**src/rtl/prog_loader_if.sv**
```systemverilog
// Instruction-memory write port driven by the program loader.
interface prog_loader_if;
  logic       mem_we;
  logic [7:0] mem_addr;
  logic [7:0] mem_wdata;

  modport master (output mem_we, mem_addr, mem_wdata);
  modport slave  (input  mem_we, mem_addr, mem_wdata);
endinterface

```
**src/rtl/prog_loader.sv**
```systemverilog
// UART program loader: 8N1 receiver feeding a frame FSM (A5, LEN, ADDR, data, CHK) that writes
// instruction memory and holds the core in reset until a frame's checksum verifies.
module prog_loader #(
  parameter int CLKS_PER_BIT = 234,
  parameter int TIMEOUT_BITS = 20
) (
  input  logic         clk,
  input  logic         rst,
  input  logic         rx,
  prog_loader_if.master mem,
  output logic         cpu_rst,
  output logic         busy,
  output logic         load_done,
  output logic         load_err
);
  localparam int CW     = $clog2(CLKS_PER_BIT);
  localparam int TO_CYC = TIMEOUT_BITS * CLKS_PER_BIT;
  localparam int TW     = $clog2(TO_CYC + 1);
  localparam logic [CW-1:0] BIT_END  = CW'(CLKS_PER_BIT - 1);
  localparam logic [CW-1:0] HALF_END = CW'(CLKS_PER_BIT / 2 - 1);
  localparam logic [TW-1:0] TO_END   = TW'(TO_CYC - 1);
  localparam logic [7:0]    SYNC_BYTE = 8'hA5;

  typedef enum logic [1:0] {U_IDLE, U_START, U_DATA, U_STOP} ustate_t;
  typedef enum logic [2:0] {F_SYNC, F_LEN, F_ADDR, F_DATA, F_CHK} fstate_t;

  logic          rx_q1, rx_s, rx_d;
  ustate_t       ustate;
  logic [CW-1:0] bit_cnt;
  logic [2:0]    bit_idx;
  logic [7:0]    shreg;
  logic          rx_valid, frame_err;
  logic [7:0]    rx_byte;

  fstate_t       fstate;
  logic [7:0]    count, ptr, sum;
  logic [TW-1:0] to_cnt;
  logic          timeout;

  // rx_d trails the synchronized line by one cycle for falling-edge detection.
  always_ff @(posedge clk or posedge rst) begin
    if (rst) begin
      rx_q1 <= 1'b1;
      rx_s  <= 1'b1;
      rx_d  <= 1'b1;
    end else begin
      rx_q1 <= rx;
      rx_s  <= rx_q1;
      rx_d  <= rx_s;
    end
  end

  always_ff @(posedge clk or posedge rst) begin
    if (rst) begin
      ustate    <= U_IDLE;
      bit_cnt   <= '0;
      bit_idx   <= '0;
      shreg     <= '0;
      rx_valid  <= 1'b0;
      frame_err <= 1'b0;
      rx_byte   <= '0;
    end else begin
      rx_valid  <= 1'b0;
      frame_err <= 1'b0;
      case (ustate)
        U_IDLE: begin
          bit_cnt <= '0;
          if (rx_d && !rx_s) ustate <= U_START;
        end
        U_START: begin
          if (bit_cnt == HALF_END) begin
            bit_cnt <= '0;
            bit_idx <= '0;
            ustate  <= rx_s ? U_IDLE : U_DATA;
          end else begin
            bit_cnt <= bit_cnt + 1'b1;
          end
        end
        U_DATA: begin
          if (bit_cnt == BIT_END) begin
            bit_cnt <= '0;
            shreg   <= {rx_s, shreg[7:1]};
            bit_idx <= bit_idx + 1'b1;
            if (bit_idx == 3'd7) ustate <= U_STOP;
          end else begin
            bit_cnt <= bit_cnt + 1'b1;
          end
        end
        U_STOP: begin
          if (bit_cnt == BIT_END) begin
            bit_cnt <= '0;
            ustate  <= U_IDLE;
            if (rx_s) begin
              rx_valid <= 1'b1;
              rx_byte  <= shreg;
            end else begin
              frame_err <= 1'b1;
            end
          end else begin
            bit_cnt <= bit_cnt + 1'b1;
          end
        end
        default: ustate <= U_IDLE;
      endcase
    end
  end

  assign timeout = (to_cnt == TO_END);

  // LEN=0 loads 256 bytes: count walks 0,FF..1, so the last byte is always seen at count==1.
  always_ff @(posedge clk or posedge rst) begin
    if (rst) begin
      fstate        <= F_SYNC;
      count         <= '0;
      ptr           <= '0;
      sum           <= '0;
      to_cnt        <= '0;
      mem.mem_we    <= 1'b0;
      mem.mem_addr  <= '0;
      mem.mem_wdata <= '0;
      cpu_rst       <= 1'b0;
      busy          <= 1'b0;
      load_done     <= 1'b0;
      load_err      <= 1'b0;
    end else begin
      mem.mem_we <= 1'b0;
      load_done  <= 1'b0;
      to_cnt     <= (fstate == F_SYNC || rx_valid) ? '0 : to_cnt + 1'b1;
      if (rx_valid) begin
        case (fstate)
          F_SYNC: begin
            if (rx_byte == SYNC_BYTE) begin
              fstate  <= F_LEN;
              cpu_rst <= 1'b1;
              busy    <= 1'b1;
              sum     <= '0;
            end
          end
          F_LEN: begin
            count  <= rx_byte;
            sum    <= sum + rx_byte;
            fstate <= F_ADDR;
          end
          F_ADDR: begin
            ptr    <= rx_byte;
            sum    <= sum + rx_byte;
            fstate <= F_DATA;
          end
          F_DATA: begin
            mem.mem_we    <= 1'b1;
            mem.mem_addr  <= ptr;
            mem.mem_wdata <= rx_byte;
            ptr           <= ptr + 1'b1;
            sum           <= sum + rx_byte;
            count         <= count - 1'b1;
            if (count == 8'd1) fstate <= F_CHK;
          end
          F_CHK: begin
            if (8'(sum + rx_byte) == 8'd0) begin
              load_done <= 1'b1;
              load_err  <= 1'b0;
              cpu_rst   <= 1'b0;
            end else begin
              load_err  <= 1'b1;
            end
            busy   <= 1'b0;
            fstate <= F_SYNC;
          end
          default: fstate <= F_SYNC;
        endcase
      end else if (fstate != F_SYNC && (frame_err || timeout)) begin
        load_err <= 1'b1;
        busy     <= 1'b0;
        fstate   <= F_SYNC;
      end
    end
  end
endmodule

```
**src/flat_wrapper.sv**
```systemverilog
// flat-port wrapper written by rule: the top's interface ports become plain ports
module prog_loader_flat 
#(
  parameter int CLKS_PER_BIT = 234,
  parameter int TIMEOUT_BITS = 20
)
  (clk, rst, rx, cpu_rst, busy, load_done, load_err, mem_mem_we, mem_mem_addr, mem_mem_wdata);
  prog_loader_if mem_i ();
  input  logic clk;
  input  logic rst;
  input  logic rx;
  output logic cpu_rst;
  output logic busy;
  output logic load_done;
  output logic load_err;
  output wire logic [$bits(mem_i.mem_we)-1:0] mem_mem_we;
  output wire logic [$bits(mem_i.mem_addr)-1:0] mem_mem_addr;
  output wire logic [$bits(mem_i.mem_wdata)-1:0] mem_mem_wdata;
  assign mem_mem_we = mem_i.mem_we;
  assign mem_mem_addr = mem_i.mem_addr;
  assign mem_mem_wdata = mem_i.mem_wdata;
  prog_loader #(.CLKS_PER_BIT(CLKS_PER_BIT), .TIMEOUT_BITS(TIMEOUT_BITS)) u_core (.clk(clk), .rst(rst), .rx(rx), .mem(mem_i), .cpu_rst(cpu_rst), .busy(busy), .load_done(load_done), .load_err(load_err));
endmodule
```
**config.mk**
```make
export PLATFORM = sky130hd
export DESIGN_NAME = prog_loader_flat
export DESIGN_NICKNAME = d
export VERILOG_FILES = /design/src/rtl/prog_loader_if.sv /design/src/rtl/prog_loader.sv /design/src/flat_wrapper.sv
export SDC_FILE = /design/constraint.sdc
export NUM_CORES = 1
export LEC_CHECK = 0
export ABC_CLOCK_PERIOD_IN_PS = 2870
export CAP_MARGIN = 20
export CORE_ASPECT_RATIO = 1.2
export CORE_MARGIN = 1.5
export CORE_UTILIZATION = 55
export DETAILED_ROUTE_END_ITERATION = 10
export DONT_BUFFER_PORTS = 1
export PLACE_DENSITY = 0.76
export SLEW_MARGIN = 15
export SYNTH_ARGS = -nofsm -noshare
export SYNTH_HDL_FRONTEND = slang
export SYNTH_SLANG_ARGS = --single-unit
```
**constraint.sdc**
```tcl
create_clock -name clk -period 2.87 [get_ports clk]
set_input_delay 0 -clock clk [delete_from_list [all_inputs] [get_ports clk]]
set_output_delay 0 -clock clk [all_outputs]
set_load 0.01 [all_outputs]
```
==> impl_metrics.tcl <==
set metrics [dict create \
    antenna_found_initial 0 \
    place_ws_ps 359 \
    cp-start-kind "flip-flop" \
    setup_tns_ps 0 \
    gp_congestion 0.895 \
    clock_skew_ps 13.2 \
    synth_area_leaders "dfrtp_1 (49%), mux2_2 (7.9%), ha_1 (5.4%)" \
    cts_repair_resize_count 0 \
    wl_um 8990 \
    ys_warn_count 0 \
    drv_slew 0 \
    tightest_slew_ps 708 \
    setup.worst_path.start "u_core.rx_byte[0]" \
    grt_pass1_vias 3397 \
    crit_fanout 7 \
    syn_nets 460 \
    power.share.clock 0.343 \
    grt_max_degree 59 \
    critPathRequiredTime_ps 3100 \
    finalNetCount 469 \
    fin_ws_ps 302 \
    pwr-share-seq 0.533 \
    power_leakage_nw 2.35 \
    status "complete, no violations" \
    relSlewSlack 0.528 \
    ant_nets 0 \
    mostFrequentLayoutCell "dfrtp_1" \
    holdCritPathClass "input port to flip-flop" \
    worstHoldStart "rx" \
    final_cell_mix "dfrtp_1 (92), nor2_1 (57), mux2_2 (33)" \
    regArea_sq_um 2380 \
    internal-power_mw 1.92 \
    period_needed_ps 2570 \
    r2r_start "u_core.rx_byte[0]" \
    cp_cell_sequence "ha_1, fa_1, a211oi_1, nor4b_1, nand4b_1, nor4_1, a21oi_1" \
    switching_share 0.275 \
    numCtsBuffers 9 \
    synthCells 436 \
    track_usage 0.220 \
    hold_viol 0 \
    placed_cell_area_sq_um 4820 \
    max_freq_mhz 389 \
    setup_viol 0 \
    via_count 3239 \
    die_x_um 87.2 \
    period_share 0.895 \
    routedWlPerCell_um 15.9 \
    yosysTopAreaCell "dfrtp_1" \
    synth_edf_count 0 \
    drc_errors 0 \
    worstSkewPairLatency_ps 360 \
    clk_pin_slew_worst_paths_ps 100 \
    fill_cells 657 \
    firstDrtPassIters 4 \
    num_io_pins 24 \
    initial_core_util 0.571 \
    hpwlAfterDp_um 6260 \
    via_per_inst 5.74 \
    max_stage_delay_ps 450 \
    overflow 0 \
    coreArea_sq_um 8200 \
    cts_tree "done" \
    cp_slowest_cell "dfrtp_1" \
    drt_first_iter_violations 190 \
    grt_pass1_wl_um 15800 \
    p_comb_frac 0.124 \
    synthFlopType "dfrtp_1" \
    cts_max_level 3 \
    area_growth_syn_to_layout_pct 7.95 \
    reg2regPathDepth 7 \
    ir_drop_v 0.000431 \
    endpoint_kind "flip-flop" \
    r2r_setup_slack_ps 300 \
    r2r_end "u_core.load_err" \
    syn_area_per_cell_sq_um 10.7 \
    cts_sinks 95 \
    clockBufferDepth 2 \
    die_area_sq_um 9070 \
    crit_type "flip-flop to flip-flop" \
    syn_area_sq_um 4680 \
    io_buffers 0 \
    fin_area_sq_um 5050 \
    power_per_cell_area_nw_per_um2 524 \
    cp.arrival_ps 2800 \
    multi_input_area_sq_um 2190 \
    synth_top_area_share 0.492 \
    rows 36 \
    ys_types 57 \
    ys_async_sr_fraction 1.00 \
    switching_power_mw 0.728 \
    endpoint "u_core.load_err" \
    max_cap_viol_count 0 \
    ys_seq_area_frac 0.509 \
    antenna_cells 0 \
    die_y_um 104 \
    root_buffer "clkbuf_8" \
    ys_ff_latch 95 \
    rsz0062_at_grt "no" \
    drive_gt1_frac 0.156 \
]
## per-stage QoR
step / util / std cells / total power [mW] / hold slack, ps
after global routing: 0.616 / 564 / 2.79 / 139
after floorplan: - / 436 / 1.69 / 4.48
after global placement: 0.589 / 546 / 1.74 / 4.55
after CTS: 0.616 / 564 / 2.67 / 149
final: 0.616 / 564 / 2.65 / 165
after detailed placement: 0.589 / 546 / 1.76 / 4.55
## power by group through the flow
stage	sequential (mW)	clock, mW	combinational (mW)
finish	1.41	0.908	0.329
global route	1.41	0.992	0.380
CTS	1.41	0.926	0.333
detailed placement	1.43	0	0.330
global placement	1.43	0	0.308
floorplan	1.43	0	0.265
## critical path, delay by kind of cell, from the launching register on
family                     cells  cell delay (ps)
AOI/OAI and AO/OA              2              550
DFF                            1              450
and+or+nand+nor                3              770
adders and majority gates      2              660
## layer usage
layer  wire length (um)  global-route usage  vias to the layer above
met5                  0                   0                        -
met4                266              0.0964                        0
met3                243              0.0437                       22
met2               4640               0.364                       55
met1               3840               0.277                     1596
li1                   -                   -                     1566
## area by class of cell
type,instances,share of cell area
timing repair buffer,8,0.0129
tap,114,0.0283
sequential,95,0.472
inverter,16,0.0124
multi-input combinational,315,0.434
clock buffer,10,0.0253
clock inverter,6,0.0151
## cells in the mapped netlist (2+ instances only)
cell / instances
a211oi_1: 3
a21oi_1: 23
a22o_1: 7
a22oi_1: 3
a31oi_1: 3
a41oi_1: 2
and2_1: 2
and3_1: 12
buf_2: 4
clkbuf_1: 6
dfrtp_1: 92
dfstp_2: 3
ha_1: 20
inv_1: 15
mux2_2: 33
mux2i_1: 4
nand2_1: 28
nand2_2: 2
nand2b_1: 4
nand3_1: 16
nand4bb_1: 2
nor2_1: 57
nor2b_1: 2
nor3_1: 6
nor4_1: 2
nor4b_1: 2
nor4bb_1: 2
o211ai_1: 7
o21ai_0: 23
o21ai_2: 2
o21ba_2: 2
o22ai_1: 4
xnor2_1: 8
xor2_1: 12
## how the worst min path moves through the flow
stage,to,slack [ps],cells after the start
floorplan,u_core.rx_q1,4,0
global placement,u_core.rx_q1,5,0
detailed placement,u_core.rx_q1,5,0
CTS,u_core.rx_q1,150,1
global route,u_core.rx_q1,140,1
finish,u_core.rx_q1,170,1
## state kept, by name, indices dropped and copies added, names as in the netlist, 3 cells and up, named ones only
signal and cells:
u_core.shreg 8, u_core.mem.mem_addr 8, u_core.mem.mem_wdata 8, u_core.bit_idx 3, u_core.count 8, u_core.bit_cnt 8
u_core.to_cnt 13, u_core.sum 8, u_core.ptr 8, u_core.fstate 3, u_core.rx_byte 8
## cells by family (layout without fill, tap and decap cells)
logic type                 after synthesis  after routing  synth area share
buffers and inverters                   26             40            0.0219
DFF                                     95             95             0.509
xor gates and xnor gates                20             20            0.0375
AOI/OAI and AO/OA                       88             88             0.126
adders and majority gates               21             21            0.0578
and+or+nand+nor                        149            149             0.159
muxes                                   37             37            0.0880
## repair_timing
| action | 4_1_cts | 5_1_grt |
|---|---|---|
| setup buffers | 0 | 0 |
| hold endpoints to repair | 55 | 0 |
| setup endpoints to repair | 0 | 0 |
| hold buffers | 2 | 0 |
Power figures use the tool's default switching activity.
